### config.mk
export PLATFORM = sky130hd
export DESIGN_NAME = chain_constraint_sequencer
export DESIGN_NICKNAME = d
export VERILOG_FILES = /design/src/rtl/chain_constraint_sequencer.sv
export SDC_FILE = /design/constraint.sdc
export NUM_CORES = 1
export LEC_CHECK = 0
export CAP_MARGIN = 5
export CELL_PAD_IN_SITES_DETAIL_PLACEMENT = 0
export CELL_PAD_IN_SITES_GLOBAL_PLACEMENT = 1
export CORE_ASPECT_RATIO = 1.1
export CORE_MARGIN = 5
export CORE_UTILIZATION = 43
export DETAILED_ROUTE_END_ITERATION = 8
export MAX_ROUTING_LAYER = met4
export PLACE_DENSITY = 0.79
export RECOVER_POWER = 100
export REMOVE_ABC_BUFFERS = 1
export SETUP_SLACK_MARGIN = 0.1
export SLEW_MARGIN = 20
export SYNTH_ARGS = -nofsm -noshare
export SYNTH_HDL_FRONTEND = slang
export SYNTH_SLANG_ARGS = --single-unit
### constraint.sdc
create_clock -name clk -period 5.35 [get_ports clk]
set_input_delay 0.535 -clock clk [delete_from_list [all_inputs] [get_ports clk]]
set_output_delay 0.535 -clock clk [all_outputs]
set_load 0.005 [all_outputs]
### src/rtl/chain_constraint_sequencer.sv
// rtl/chain_constraint_sequencer.sv - per-step Verlet broadcast and chain constraint solver
//
// Purpose:
//   Runs one simulation step for the rope/chain node array. It first pulses
//   verlet_state to every node and allows one cycle for the node registers to
//   update. It then makes ITERATIONS passes along the chain. Each pass pins
//   node 0 to the anchor. Each later node is read through the external
//   position mux, clamped per axis to within REST of its corrected
//   predecessor, and written back through that node's fix-constraint port.
//
// Optional feature macro: FLOOR_CLAMP_EN
//   When defined, the corrected y is also floored at FLOOR_Y. The anchor is
//   never floored.
//
// Ports:
//   clk          system clock
//   reset        asynchronous, active-low reset
//   step_start   request one step (sampled only while idle)
//   pos_x/pos_y  position of the node selected by node_sel (external mux)
//   node_sel     index of the node presented on pos_x/pos_y
//   verlet_state broadcast Verlet-update enable
//   fix_state    one-hot fix_constraint_state, bit i to node i
//   fix_x/fix_y  shared x/y fix-constraint buses
//   busy         high from step acceptance through DONE
//   done         one-cycle pulse at the end of a step
module chain_constraint_sequencer #(
    parameter int          NODES      = 8,
    parameter int          SEL_W      = 3,
    parameter int          ITERATIONS = 2,
    parameter logic [31:0] REST       = 32'h0000A000,
    parameter logic [31:0] ANCHOR_X   = 32'h000C8000,
    parameter logic [31:0] ANCHOR_Y   = 32'h00000000
`ifdef FLOOR_CLAMP_EN
    ,
    parameter logic [31:0] FLOOR_Y    = 32'hFFF38000
`endif
) (
    input  logic              clk,
    input  logic              reset,
    input  logic              step_start,
    input  logic [31:0]       pos_x,
    input  logic [31:0]       pos_y,
    output logic [SEL_W-1:0]  node_sel,
    output logic              verlet_state,
    output logic [NODES-1:0]  fix_state,
    output logic [31:0]       fix_x,
    output logic [31:0]       fix_y,
    output logic              busy,
    output logic              done
);

    localparam int ITER_W = (ITERATIONS > 1) ? $clog2(ITERATIONS) : 1;

    localparam logic [SEL_W-1:0]  IDX_LAST  = SEL_W'(NODES - 1);
    localparam logic [ITER_W-1:0] ITER_LAST = ITER_W'(ITERATIONS - 1);

    localparam logic [2:0] S_IDLE   = 3'd0;
    localparam logic [2:0] S_VERLET = 3'd1;
    localparam logic [2:0] S_SETTLE = 3'd2;
    localparam logic [2:0] S_PIN    = 3'd3;
    localparam logic [2:0] S_SEL    = 3'd4;
    localparam logic [2:0] S_CALC   = 3'd5;
    localparam logic [2:0] S_WRITE  = 3'd6;
    localparam logic [2:0] S_DONE   = 3'd7;

    logic [2:0]        state_q,  state_d;
    logic [SEL_W-1:0]  idx_q,    idx_d;
    logic [ITER_W-1:0] iter_q,   iter_d;
    logic [31:0]       prev_x_q, prev_x_d;
    logic [31:0]       prev_y_q, prev_y_d;
    logic [31:0]       fix_x_q,  fix_x_d;
    logic [31:0]       fix_y_q,  fix_y_d;

    logic [31:0]       res_x;
    logic [31:0]       res_y;

    // The difference is taken at 33 bits so that it cannot wrap. The result is
    // always within REST of prev, so truncating it back to 32 bits is exact.
    function automatic logic [31:0] clamp_axis(input logic [31:0] cur,
                                               input logic [31:0] prev);
        logic signed [32:0] diff;
        logic signed [32:0] lim;
        diff = $signed({cur[31], cur}) - $signed({prev[31], prev});
        lim  = $signed({1'b0, REST});
        if (diff > lim) begin
            clamp_axis = prev + REST;
        end else if (diff < -lim) begin
            clamp_axis = prev - REST;
        end else begin
            clamp_axis = cur;
        end
    endfunction

    // pos_x/pos_y have been stable since SEL, so they are used directly in CALC.
    always_comb begin
        res_x = clamp_axis(pos_x, prev_x_q);
        res_y = clamp_axis(pos_y, prev_y_q);
`ifdef FLOOR_CLAMP_EN
        if ($signed(res_y) < $signed(FLOOR_Y)) begin
            res_y = FLOOR_Y;
        end
`endif
    end

    always_comb begin
        state_d  = state_q;
        idx_d    = idx_q;
        iter_d   = iter_q;
        prev_x_d = prev_x_q;
        prev_y_d = prev_y_q;
        fix_x_d  = fix_x_q;
        fix_y_d  = fix_y_q;
        case (state_q)
            S_IDLE: begin
                if (step_start) begin
                    state_d = S_VERLET;
                end
            end
            S_VERLET: begin
                state_d = S_SETTLE;
            end
            S_SETTLE: begin
                // The anchor must already be on the bus during PIN.
                state_d = S_PIN;
                fix_x_d = ANCHOR_X;
                fix_y_d = ANCHOR_Y;
            end
            S_PIN: begin
                prev_x_d = ANCHOR_X;
                prev_y_d = ANCHOR_Y;
                idx_d    = SEL_W'(1);
                state_d  = S_SEL;
            end
            S_SEL: begin
                state_d = S_CALC;
            end
            S_CALC: begin
                fix_x_d = res_x;
                fix_y_d = res_y;
                state_d = S_WRITE;
            end
            S_WRITE: begin
                prev_x_d = fix_x_q;
                prev_y_d = fix_y_q;
                if (idx_q != IDX_LAST) begin
                    idx_d   = idx_q + SEL_W'(1);
                    state_d = S_SEL;
                end else if (iter_q != ITER_LAST) begin
                    iter_d  = iter_q + ITER_W'(1);
                    fix_x_d = ANCHOR_X;
                    fix_y_d = ANCHOR_Y;
                    state_d = S_PIN;
                end else begin
                    state_d = S_DONE;
                end
            end
            S_DONE: begin
                iter_d  = '0;
                state_d = S_IDLE;
            end
            default: begin
                state_d = S_IDLE;
            end
        endcase
    end

    always_ff @(posedge clk or negedge reset) begin
        if (!reset) begin
            state_q  <= S_IDLE;
            idx_q    <= '0;
            iter_q   <= '0;
            prev_x_q <= '0;
            prev_y_q <= '0;
            fix_x_q  <= '0;
            fix_y_q  <= '0;
        end else begin
            state_q  <= state_d;
            idx_q    <= idx_d;
            iter_q   <= iter_d;
            prev_x_q <= prev_x_d;
            prev_y_q <= prev_y_d;
            fix_x_q  <= fix_x_d;
            fix_y_q  <= fix_y_d;
        end
    end

    // All outputs decode directly from registers, so an asynchronous reset
    // clears them in the same cycle.
    always_comb begin
        fix_state = '0;
        for (int i = 0; i < NODES; i++) begin
            fix_state[i] = ((state_q == S_WRITE) && (idx_q == SEL_W'(i))) ||
                           ((state_q == S_PIN) && (i == 0));
        end
    end

    assign node_sel     = ((state_q == S_SEL) || (state_q == S_CALC)) ? idx_q : '0;
    assign verlet_state = (state_q == S_VERLET);
    assign busy         = (state_q != S_IDLE);
    assign done         = (state_q == S_DONE);
    assign fix_x        = fix_x_q;
    assign fix_y        = fix_y_q;

endmodule

Word level (Yosys, flattened, before mapping). Index checks and enable logic that the tools add are counted.

Register bits after elaboration: 135. Input bits: 67. Output and inout bits: 78. Word-level logic and storage cells: 79.

$add $sub $neg: 8. Order comparisons: 4. Equality and inequality tests: 19. Muxes and demuxes: 22. Reduce and logical (&&, ||, !) cells: 19.

Operators with widths (number): $mux 32 (8); $pmux 32 s3 (2); $pmux 32 s2 (2); $gt 33x17->1 const B (2); $lt 33x17->1 const B (2); $sub 32x32->33 (2); $add 32x16->32 const B (2); $sub 32x16->32 const B (2); $eq 3x3->1 const B (8); $pmux 3 s8 (1); $mux 3 (5); $eq 3x2->1 const B (4); $logic_and 1x1->1 (8); $ne 2x2->1 const B (4); $eq 3x1->1 const B (2); $logic_not 3->1 (2); $pmux 3 s2 (1); $reduce_bool 3->1 (2); $reduce_and 2->1 (2); $reduce_bool 2->1 (2); $add 3x1->3 const B (1); $ne 3x3->1 const B (1); $reduce_and 3->1 (1); $logic_or 1x1->1 (2); 3 further kinds (4).

Logic depth before layout (Yosys ltp).
Word-level depth: 5. Depth in mapped cells: 18. Depth with buffers taken out: 14.

Worst setup path before layout. OpenSTA, ideal clock, no wires.

Path kind: input-to-reg. Start point: input port pos_x[0]. End point: register fix_x_q[30] (netlist: fix_x[30]). Setup time: 0.122 ns. Arrival: 4.315 ns. Required time: 5.228 ns. Setup slack: 0.914 ns. Cell stages on the path: 17. Path buffers: 3. Cells stage by stage: inv_1 -> ha_1 -> fa_1 -> nor2b_1 -> o211ai_4 -> a2111oi_2 -> nor3_2 -> o41ai_1 -> xor2_1 -> or3_1 -> or4_1 -> buf_2 -> nor3_4 -> buf_6 -> buf_6 -> o21bai_1 -> a32o_1.

Word-level cells in the longest chain between the ends: 5. Elaborated cells between the ends (all ways): 6. Those cells by class: add/sub (1); order compare (2); mux (3).

RTL lines: from (decl) (line 41) `input logic [31:0] pos_x,`; $sub 32x32->33 (*) (line 83) `diff = $signed({cur[31], cur}) - $signed({prev[31], prev});`; $lt 33x17->1 (line 87) `end else if (diff < -lim) begin`; $mux 32 (line 87); $mux 32 (*) (line 85) `if (diff > lim) begin`; $pmux 32 s3 (*) (line 113) `case (state_q)`; to (signal assigned) (line 182) `fix_x_q <= fix_x_d;`; to (decl) (line 71) `logic [31:0] fix_x_q, fix_x_d;`.

Every way passes the cells marked *; elsewhere a longest branch is shown, timed or not. A chain may end at the register's enable or synchronous reset.

Worst setup path after layout.
Start point: input port pos_x[0]. End point: register fix_x_q[25] (netlist: fix_x[25]).

The elaborated chain is that of the path after synthesis.

==> metrics.cfg <==
[run_status]
outcome=complete, but fails checks
violations=capacitance limit, slew limit

[run]
max-cap-violations=2

[pwr]
powerDensity_nw_per_um2=508.4
p_int_mw=3.827
seq_power_share_pct=22.8
power_frac_comb_pct=61.2
p_sw_mw=3.690
switching_share_pct=49.09
clkPwrFrac_pct=15.9
peakVddDrop_uv=278.3
leakage_nw=6.202

[clocking]
cts_setup_buffers=0
ctsHoldBuffers=0
cts.repair.resized=0
cts_tree=built
htree_levels=4
path_clk_slew_ns=0.07
cts.sinks=135
numCtsBuffers=17
insertion_delay_ns=0.45
cts_root_buf=clkbuf_16
cts_buffer_depth=2

[timing]
finalWorstSetupSlack_ns=0.4230
worst_pin_slew_ns=4.445
fin_skew_ns=0.01817
setup_viol=0
slew_violations=145
min_period_ns=4.927
rsz0062_at_grt=no
hold_violations=0
maxSlewHeadroom_pct=-196.3
min_period_over_period_pct=92.09
max_freq_mhz=203.0
setup_tns_ns=0

[cells_and_area]
final_core_util_pct=52.90
drive_gt1_share_pct=7.552
fin_area_sq_um=14780
final_cell_mix=dfrtp_1, nand2_1, inv_1, a21oi_1, o21ai_0
multiInputGateArea_sq_um=8112
final_common_cell=dfrtp_1
antennaDiodeCount=0
nets=1772
seq_area_sq_um=3378
fillers=2709
area_growth_pct=20.73

[floorplan]
start_util_pct=43.82
core_area_sq_um=27950
fp.dieArea_sq_um=31960
rows=64
io_pins=145
die_w_um=170.9
die_height_um=187.0

[setup_path]
crit_fanout=6
end_kind=flip-flop
cp_cell_sequence=clkdlybuf4s50_1 -> inv_1 -> ha_1 -> fa_1 -> nor2b_1 -> o211ai_4 -> a2111oi_2 -> nor3_1 -> o41ai_1 -> xor2_1 -> or3_1 -> or4_1 -> clkbuf_1 -> o21ai_1 -> o221ai_1 -> o31ai_1
worstPathRequired_ns=5.69
max_stage_delay_ns=0.55
cp_slowest_cell=a2111oi_2
crit_type=in -> reg
cp-start-kind=primary input
critPathArrivalTime_ns=5.27

[global_route]
grt_max_degree=80
antenna_found_initial=0
grt_pass1_vias=12300
gr-total-overflow=0
grt_pass1_wl_um=66420
gr-usage-all-layers_pct=26.21

[detailed_routing]
routed_wl_um=41670
post-route-drc-count=0
vias=12380
drtIter0Drc=990
antenna_left=0
dr.pass1.iters=5
vias_per_cell=6.174
wl_per_cell_um=20.78

[synth]
synth_warnings=0
syn_inst=1504
synth_edf_count=0
ys_ff_latch=135
netlist-cell-type-count=92
synth_flop_cell=dfrtp_1
ys_seq_area_share_pct=27.59
synthArstFlopShare_pct=100.0
avgSynthCellArea_sq_um=8.142
syn_area_sq_um=12250

[place]
portBuffers=144
placed_cell_area_sq_um=14260
post-place-ws_ns=0.07998
hpwl_um=30970
globalplace.congestion=0.9384

[worst_hold_path]
hold_path.class=reg -> reg

[cells in the mapped netlist (6+ instances only)]
master     number  area, sq um
dfrtp_1       135         3378
nand2_1       122        457.9
inv_1          97        364.1
a21oi_1        92        460.4
o21ai_0        83        415.4
nor2_1         76        285.3
ha_1           74        925.9
a22o_1         68        595.6
clkbuf_1       66        247.7
nor3_1         55        275.3
xnor2_1        51        446.7
nand3_1        38        190.2
nor4_1         34        212.7
and2_1         27        168.9
and3_1         27        168.9
a211oi_1       24        180.2
a31oi_1        22        137.6
or3_1          22        137.6
buf_2          21        105.1
nand4_1        21        131.4
a21o_1         20        150.1
o21a_1         20        150.1
mux2i_1        19        190.2
nor2b_1        18        112.6
o21ai_1        17        85.08
xor2_1         17        148.9
a311o_1        15        150.1
o21bai_1       15        112.6
a32o_1         14        140.1
o211ai_1       14        105.1
o31ai_1        12        90.09
o2111ai_1      11        96.34
or4_1          10        75.07
a22oi_1         7        52.55
or2_2           7        43.79
a211o_1         6        52.55
a21boi_0        6        45.04
nand2b_1        6        37.54
o211a_1         6        60.06
o22ai_1         6        37.54
[layer usage]
layer,track usage [%],routed length (um)
met1,34.09,18460
met2,43.78,20670
met3,2.875,1765
met4,6.492,771
met5,-,0
[per-stage QoR]
stage          power, mW  instances  hold slack, ns
2_1_floorplan      4.645       1410          0.2394
3_3_place_gp       6.315       1973          0.4839
3_5_place_dp       6.345       1973          0.4818
4_1_cts            7.575       2005          0.1655
5_1_grt            8.079       2005          0.5214
6_report           7.517       2005          0.5010
[path summary, 6_finish.rpt]
path                            slack [ns]                endpoint                startpoint  cells past startpoint
worst max-delay path                  0.42   fix_x[25]$_DFFE_PN0P_                  pos_x[0]                     16
worst min-delay path                  0.50   fix_y[13]$_DFFE_PN0P_     fix_y[13]$_DFFE_PN0P_                      2
worst max register to register        0.65   fix_y[24]$_DFFE_PN0P_  prev_y_q[15]$_DFFE_PN0P_                     14
worst min register to register        0.50   fix_y[13]$_DFFE_PN0P_     fix_y[13]$_DFFE_PN0P_                      2
max in group asynchronous             1.12  state_q[0]$_DFFE_PN0P_                     reset                      2
min in group asynchronous             1.66    fix_y[6]$_DFFE_PN0P_                     reset                      1
[state kept, by name, indices dropped and copies added, names as in the netlist]
name      count
prev_y_q     32
idx_q         3
state_q       3
iter_q        1
fix_x        32
fix_y        32
prev_x_q     32
[final cells by class]
cell class / instances / share of cell area (%)
clock buffers: 18 / 2.971
clock inverters: 14 / 0.8971
inverters: 97 / 2.463
multi-input cells: 1178 / 54.87
flip-flops and latches: 135 / 22.85
well taps: 363 / 3.072
repair buffers: 200 / 12.88
[cells by family after synthesis]
family                     Yosys count  synth area share, %
and+or+nand+nor                    494                21.13
muxes                               21                1.737
buffers and inverters              191                6.345
DFF                                135                27.59
xor gates and xnor gates            68                4.864
adders and majority gates           76                7.888
AOI/OAI and AO/OA                  519                30.45
[critical path, delay by kind of cell]
family          cells  cell delay, ns
compound gates      6            1.84
xor+xnor            1            0.14
fa+ha+maj           2            0.62
buf+inv             3            0.76
simple gates        4            1.39
[power groups by stage]
stage	clock (mW)	combinational [mW]	sequential, mW
floorplan	0	3.02	1.62
global placement	0	4.59	1.73
detailed placement	0	4.62	1.73
CTS	1.22	4.65	1.71
global route	1.25	5.06	1.77
finish	1.20	4.60	1.72
(Power assumes the default switching activity.)
